--- src/rtl/fft_out_streamer_pkg.sv ---
// fft_out_streamer shared types.
// Streamer FSM states and default frame geometry.
package fft_out_streamer_pkg;

  typedef enum logic {
    IDLE = 1'b0,
    SEND = 1'b1
  } state_e;

  localparam int DEF_N   = 16;
  localparam int DEF_MSB = 16;

endpackage

--- src/rtl/fft_out_streamer_if.sv ---
// fft_out_streamer output stream bundle.
// Bin word, magnitude and index under valid/ready.
interface fft_out_streamer_if #(
  parameter int N   = 16,
  parameter int MSB = 16
);
  localparam int IW = $clog2(N);

  logic           o_valid;
  logic           o_ready;
  logic [MSB-1:0] o_data;
  logic [MSB:0]   o_mag;
  logic [IW-1:0]  o_idx;
  logic           o_last;

  modport master (
    output o_valid, o_data, o_mag, o_idx, o_last,
    input  o_ready
  );

  modport slave (
    input  o_valid, o_data, o_mag, o_idx, o_last,
    output o_ready
  );
endinterface

--- src/rtl/fft_mag_sq.sv ---
// fft_mag_sq: squared magnitude of one complex bin.
// Upper half signed real, lower half signed imag.
module fft_mag_sq #(
  parameter int MSB = 16
) (
  input  logic [MSB-1:0] word_i,
  output logic [MSB:0]   mag_o
);
  localparam int H = MSB / 2;

  logic signed [MSB-1:0] re;
  logic signed [MSB-1:0] im;
  logic signed [MSB-1:0] re2;
  logic signed [MSB-1:0] im2;

  assign re  = {{H{word_i[MSB-1]}}, word_i[MSB-1:H]};
  assign im  = {{H{word_i[H-1]}}, word_i[H-1:0]};
  assign re2 = re * re;
  assign im2 = im * im;

  // Each square is non-negative, so the sum fits MSB+1 bits.
  assign mag_o = {1'b0, re2} + {1'b0, im2};
endmodule

--- src/rtl/fft_out_streamer.sv ---
// fft_out_streamer: captures an FFT frame on calc_finish
// and streams bins with squared magnitude under valid/ready.
module fft_out_streamer
  import fft_out_streamer_pkg::*;
#(
  parameter int N   = DEF_N,
  parameter int MSB = DEF_MSB
) (
  input  logic             clk,
  input  logic             rst_n,
  input  logic [N*MSB-1:0] fft_data_in,
  input  logic             calc_finish,
  input  logic             clr_overrun,
  fft_out_streamer_if.master os,
  output logic             busy,
  output logic             frame_done,
  output logic             overrun
);
  localparam int IW = $clog2(N);

  state_e           state_q, state_d;
  logic [N*MSB-1:0] buf_q, buf_d;
  logic [MSB-1:0]   data_q, data_d;
  logic [MSB:0]     mag_q, mag_d;
  logic [IW-1:0]    idx_q, idx_d;
  logic [IW-1:0]    nxt;
  logic             valid_q, valid_d;
  logic             done_q, done_d;
  logic             ovr_q, ovr_d;
  logic             xfer;
  logic             at_end;

  assign xfer   = valid_q && os.o_ready;
  assign at_end = idx_q == IW'(N - 1);
  assign nxt    = idx_q + IW'(1);

  fft_mag_sq #(.MSB(MSB)) u_mag (
    .word_i (data_d),
    .mag_o  (mag_d)
  );

  // Next state: capture, advance, finish, drop detection.
  always_comb begin
    state_d = state_q;
    buf_d   = buf_q;
    data_d  = data_q;
    idx_d   = idx_q;
    valid_d = valid_q;
    done_d  = 1'b0;
    ovr_d   = ovr_q;
    if (clr_overrun) ovr_d = 1'b0;
    unique case (state_q)
      IDLE: begin
        if (calc_finish) begin
          buf_d   = fft_data_in;
          data_d  = fft_data_in[MSB-1:0];
          idx_d   = '0;
          valid_d = 1'b1;
          state_d = SEND;
        end
      end
      SEND: begin
        if (xfer && !at_end) begin
          idx_d  = nxt;
          data_d = buf_q[nxt*MSB +: MSB];
        end
        if (xfer && at_end) begin
          done_d = 1'b1;
          if (calc_finish) begin
            buf_d  = fft_data_in;
            data_d = fft_data_in[MSB-1:0];
            idx_d  = '0;
          end else begin
            valid_d = 1'b0;
            state_d = IDLE;
          end
        end
        // A frame arriving mid-stream is dropped; set beats clear.
        if (calc_finish && !(xfer && at_end)) ovr_d = 1'b1;
      end
      default: state_d = IDLE;
    endcase
  end

  // Control and output registers.
  always_ff @(posedge clk or negedge rst_n) begin
    if (!rst_n) begin
      state_q <= IDLE;
      data_q  <= '0;
      mag_q   <= '0;
      idx_q   <= '0;
      valid_q <= 1'b0;
      done_q  <= 1'b0;
      ovr_q   <= 1'b0;
    end else begin
      state_q <= state_d;
      data_q  <= data_d;
      mag_q   <= mag_d;
      idx_q   <= idx_d;
      valid_q <= valid_d;
      done_q  <= done_d;
      ovr_q   <= ovr_d;
    end
  end

  // Frame buffer: contents are irrelevant until captured.
  always_ff @(posedge clk) begin
    buf_q <= buf_d;
  end

  assign os.o_valid = valid_q;
  assign os.o_data  = data_q;
  assign os.o_mag   = mag_q;
  assign os.o_idx   = idx_q;
  assign os.o_last  = valid_q && at_end;
  assign busy       = state_q == SEND;
  assign frame_done = done_q;
  assign overrun    = ovr_q;
endmodule

--- src/flat_wrapper.sv ---
// flat-port wrapper written by rule: the top's interface ports become plain ports
module fft_out_streamer_flat import fft_out_streamer_pkg::*;
#(
  parameter int N   = DEF_N,
  parameter int MSB = DEF_MSB
)
  (clk, rst_n, fft_data_in, calc_finish, clr_overrun, busy, frame_done, overrun, os_o_valid, os_o_data, os_o_mag, os_o_idx, os_o_last, os_o_ready);
  fft_out_streamer_if #(.N(N), .MSB(MSB)) os_i ();
  input  logic clk;
  input  logic rst_n;
  input  logic [N*MSB-1:0] fft_data_in;
  input  logic calc_finish;
  input  logic clr_overrun;
  output logic busy;
  output logic frame_done;
  output logic overrun;
  output wire logic [$bits(os_i.o_valid)-1:0] os_o_valid;
  output wire logic [$bits(os_i.o_data)-1:0] os_o_data;
  output wire logic [$bits(os_i.o_mag)-1:0] os_o_mag;
  output wire logic [$bits(os_i.o_idx)-1:0] os_o_idx;
  output wire logic [$bits(os_i.o_last)-1:0] os_o_last;
  input wire logic [$bits(os_i.o_ready)-1:0] os_o_ready;
  assign os_o_valid = os_i.o_valid;
  assign os_o_data = os_i.o_data;
  assign os_o_mag = os_i.o_mag;
  assign os_o_idx = os_i.o_idx;
  assign os_o_last = os_i.o_last;
  assign os_i.o_ready = os_o_ready;
  fft_out_streamer #(.N(N), .MSB(MSB)) u_core (.clk(clk), .rst_n(rst_n), .fft_data_in(fft_data_in), .calc_finish(calc_finish), .clr_overrun(clr_overrun), .os(os_i), .busy(busy), .frame_done(frame_done), .overrun(overrun));
endmodule
--- config.mk ---
export PLATFORM = sky130hd
export DESIGN_NAME = fft_out_streamer_flat
export DESIGN_NICKNAME = d
export VERILOG_FILES = /design/src/rtl/fft_out_streamer_pkg.sv /design/src/rtl/fft_out_streamer_if.sv /design/src/rtl/fft_mag_sq.sv /design/src/rtl/fft_out_streamer.sv /design/src/flat_wrapper.sv
export SDC_FILE = /design/constraint.sdc
export NUM_CORES = 1
export LEC_CHECK = 0
export BUFFER_PORTS_ARGS = -buffer_cell sky130_fd_sc_hd__buf_2
export CELL_PAD_IN_SITES_DETAIL_PLACEMENT = 1
export CELL_PAD_IN_SITES_GLOBAL_PLACEMENT = 2
export CORE_MARGIN = 1
export CORE_UTILIZATION = 42
export DETAILED_ROUTE_END_ITERATION = 8
export PLACE_DENSITY_LB_ADDON = 0.1
export SYNTH_ARGS = -nofsm -noshare
export SYNTH_HDL_FRONTEND = slang
export SYNTH_SLANG_ARGS = --single-unit
--- constraint.sdc ---
create_clock -name clk -period 16.8 [get_ports clk]
set_input_delay 3.36 -clock clk [delete_from_list [all_inputs] [get_ports clk]]
set_output_delay 3.36 -clock clk [all_outputs]
set_load 0.005 [all_outputs]
==> summary.txt <==
STA
  – Layout Skew: 0.01643 ns
  – Final Hold Fails: 0
  – Worst Tran Pin Value: 1.116 ns
  – Final setup viols: 0
  – Pins over their slew limit: 0
  – Max Clock Freq: 99.75 MHz
  – Setup_tns: 0 ns
  – Slew headroom: 25.09%
  – Fin crit period: 10.03 ns
  – Hold WS: 0.5412 ns
  – Period utilization: 59.67%
  – RSZ-0062 raised after global routing: no

Cells and area
  – Nets@finish: 1843
  – Layout cells sized above 1: 32.23%
  – Synth-to-layout area growth: 19.10%

Yosys
  – Seq/Total Area, Yosys: 53.47%
  – Yosys warnings: 0
  – Top-area cell type share of the netlist area: 47.18%
  – Largest cells by area after synthesis: edfxtp_1, fa_1, mux4_2
  – Number of enable flip-flop cells after synthesis: 256
  – Syn Nets: 1529
  – Yosys cell types: 66
  – Ys flop type: edfxtp_1
  – Syn_area_per_cell: 14.68 µm²
  – #FFs+latches synth: 297
  – Post-synthesis async set-or-reset flop share: 13.80%
  – Biggest area consumer among synthesized cells: edfxtp_1
  – Post-Syn Instances: 1110
  – Cell Area, Synth: 16290 µm²

Clock tree
  – Post-CTS setup buffers: 0
  – PostCTS Resize Cnt: 0
  – CTS buffer count: 35
  – Clk slew on worst S/H paths: 0.06 ns
  – Root buffer cell: clkbuf_16
  – CTS HTree Levels: 2
  – Clock latency on the worst-skew pair: 0.54 ns
  – TritonCTS clock tree: yes
  – Max Buffers Root-to-Sink: 3
  – CTS Sinks: 297
  – Post-CTS Hold Fix Bufs: 0

Status
  – Status: finished clean

Routing
  – Detailed Route Iter0 Violations: 487
  – WL per Instance: 21.71 µm
  – ANT nets after route: 0
  – DR vias/cell: 5.159
  – Number of iterations in the first detailed-routing pass: 6
  – Vias: 10137
  – Final wirelength: 42650 µm
  – Post-route DRC violation count: 0

Global routing
  – Total grt overflow: 0
  – Antenna violations before repair: 6
  – First-pass GRT wire length: 65960 µm
  – Vias in the first global route: 11364
  – Pin count of the biggest net entering global routing: 88
  – Gr usage total: 22.77%

Floorplanning
  – Ports: 303
  – Row count: 71
  – Initial core utilization: 42.96%
  – Die Y: 199.0 µm
  – Die X: 199.0 µm
  – Core area: 37930 µm²
  – Die ar.: 39590 µm²

Worst setup path
  – CP dominant cell by count: inv_1
  – CP max stage delay: 0.65 ns
  – Crit. End Element: flip-flop
  – Setup CP Type: input port to flip-flop
  – Crit Path Max Fanout: 15
  – Worst path required time: 17.25 ns
  – Critical path launch point type: input port
  – WP data arrival: 10.47 ns
  – Max stage delay cell, worst path: nor2_2

Placement
  – PortBufs: 302
  – DPL Wire Length: 32930 µm
  – Gpl congestion: 0.8141

Flow run
  – MaxCap Viol Count: 0

Worst hold path
  – Hold Crit Class: flip-flop to flip-flop
-- metrics by stage --
stage | setup WS (ns) | util (%) | cells | area [µm²]
4_1_cts | 6.774 | 51.13 | 1960 | 19390
3_3_place_gp | 6.506 | 48.26 | 1898 | 18310
6_report | 6.775 | 51.16 | 1965 | 19410
3_5_place_dp | 6.231 | 48.26 | 1898 | 18310
2_1_floorplan | 6.360 | - | 1110 | 16290
5_1_grt | 6.187 | 51.15 | 1963 | 19400
-- area by class of cell --
class / instances / area (µm²)
Clock buffer: 45 / 934.6
Inverter: 172 / 648.1
Timing Repair Buffer: 309 / 1564
Antenna cell: 5 / 12.51
Sequential cell: 297 / 8717
Tap cell: 511 / 639.4
Fill cell: 3919 / 18530
Clock inverter: 17 / 152.6
Multi-Input combinational cell: 609 / 6739
-- cells by family after synthesis --
group,Yosys count,share of synthesized area [%]
xor gates and xnor gates,54,3.041
and+or+nand+nor,171,4.868
buffers and inverters,204,5.375
AOI/OAI and AO/OA,146,6.258
adders and majority gates,158,16.32
DFF,297,53.47
muxes,80,10.66
-- metal layers --
| metal | GRT usage [%] | vias up | wire, µm | part of all wire (%) |
|---|---|---|---|---|
| met5 | 0 | - | 27 | 0.063 |
| li1 | - | 4599 | - | - |
| met3 | 4.510 | 45 | 2561 | 6.0 |
| met4 | 6.638 | 4 | 776 | 1.8 |
| met1 | 29.38 | 5203 | 18420 | 43 |
| met2 | 38.82 | 286 | 20870 | 49 |
-- registers in the layout (all words and copies together), names as in the netlist --
name,count
u_core.frame_done,1
u_core.os.o_data,16
u_core.busy,1
u_core.os.o_mag,17
u_core.overrun,1
u_core.os.o_idx,4
u_core.os.o_valid,1
u_core.buf_q,256
-- synthesized netlist by cell type (all sizes together), types with 5 or more instances --
library cell  instances
a211oi                6
a21o                 13
a21oi                48
and2                  7
buf                  26
clkbuf                6
dfrtp                41
edfxtp              256
fa                   91
ha                   67
inv                 172
mux2                  5
mux4                 71
nand2                56
nand3                 8
nor2                 74
nor2b                11
o21a                  6
o21ai                24
o21bai                9
o221ai                7
o22ai                 7
o31a                  6
xnor2                39
xor2                 15
-- final timing paths --
kind                                                 from                              to  slack [ns]  cells after the start
min in group asynchronous                           rst_n    u_core.os.o_mag[5]$_DFF_PN0_        3.02                      1
hold reg to reg                  u_core.overrun$_DFF_PN0_        u_core.overrun$_DFF_PN0_        0.54                      2
max in group asynchronous                           rst_n  u_core.os.o_idx[0]$_DFFE_PN0P_       12.97                      1
setup reg to reg           u_core.os.o_idx[0]$_DFFE_PN0P_   u_core.os.o_mag[16]$_DFF_PN0_        8.44                     27
hold / removal                   u_core.overrun$_DFF_PN0_        u_core.overrun$_DFF_PN0_        0.54                      2
setup / recovery                               os_o_ready   u_core.os.o_mag[15]$_DFF_PN0_        6.78                     30
-- critical path, delay by kind of cell --
family	cells	cell delay, ns
simple gates	5	1.78
buf+inv	7	0.59
fa+ha+maj	6	2.41
xor+xnor	3	0.46
compound gates	9	1.86
-- cell usage in the layout (no fill, tap or decap), types with 5 or more instances in the layout --
| cell type | instances |
|---|---|
| buf_2 | 302 |
| edfxtp_1 | 256 |
| inv_1 | 161 |
| fa_1 | 91 |
| nor2_1 | 69 |
| ha_1 | 66 |
| mux4_2 | 62 |
| nand2_1 | 53 |
| a21oi_1 | 45 |
| dfrtp_1 | 40 |
| xnor2_1 | 38 |
| clkbuf_16 | 36 |
| o21ai_0 | 21 |
| a21o_1 | 13 |
| xor2_1 | 12 |
| nor2b_1 | 11 |
| inv_2 | 10 |
| o21bai_1 | 9 |
| mux4_1 | 9 |
| clkbuf_1 | 9 |
| o22ai_1 | 7 |
| o221ai_1 | 7 |
| buf_4 | 7 |
| and2_1 | 6 |
| nand3_1 | 6 |
| a211oi_1 | 6 |
| o21a_1 | 6 |
| clkinv_1 | 6 |
| diode_2 | 5 |
Power is left out: the tool's default activity adds up to more than one toggle a clock period on the data nets, which glitch-free logic cannot reach.
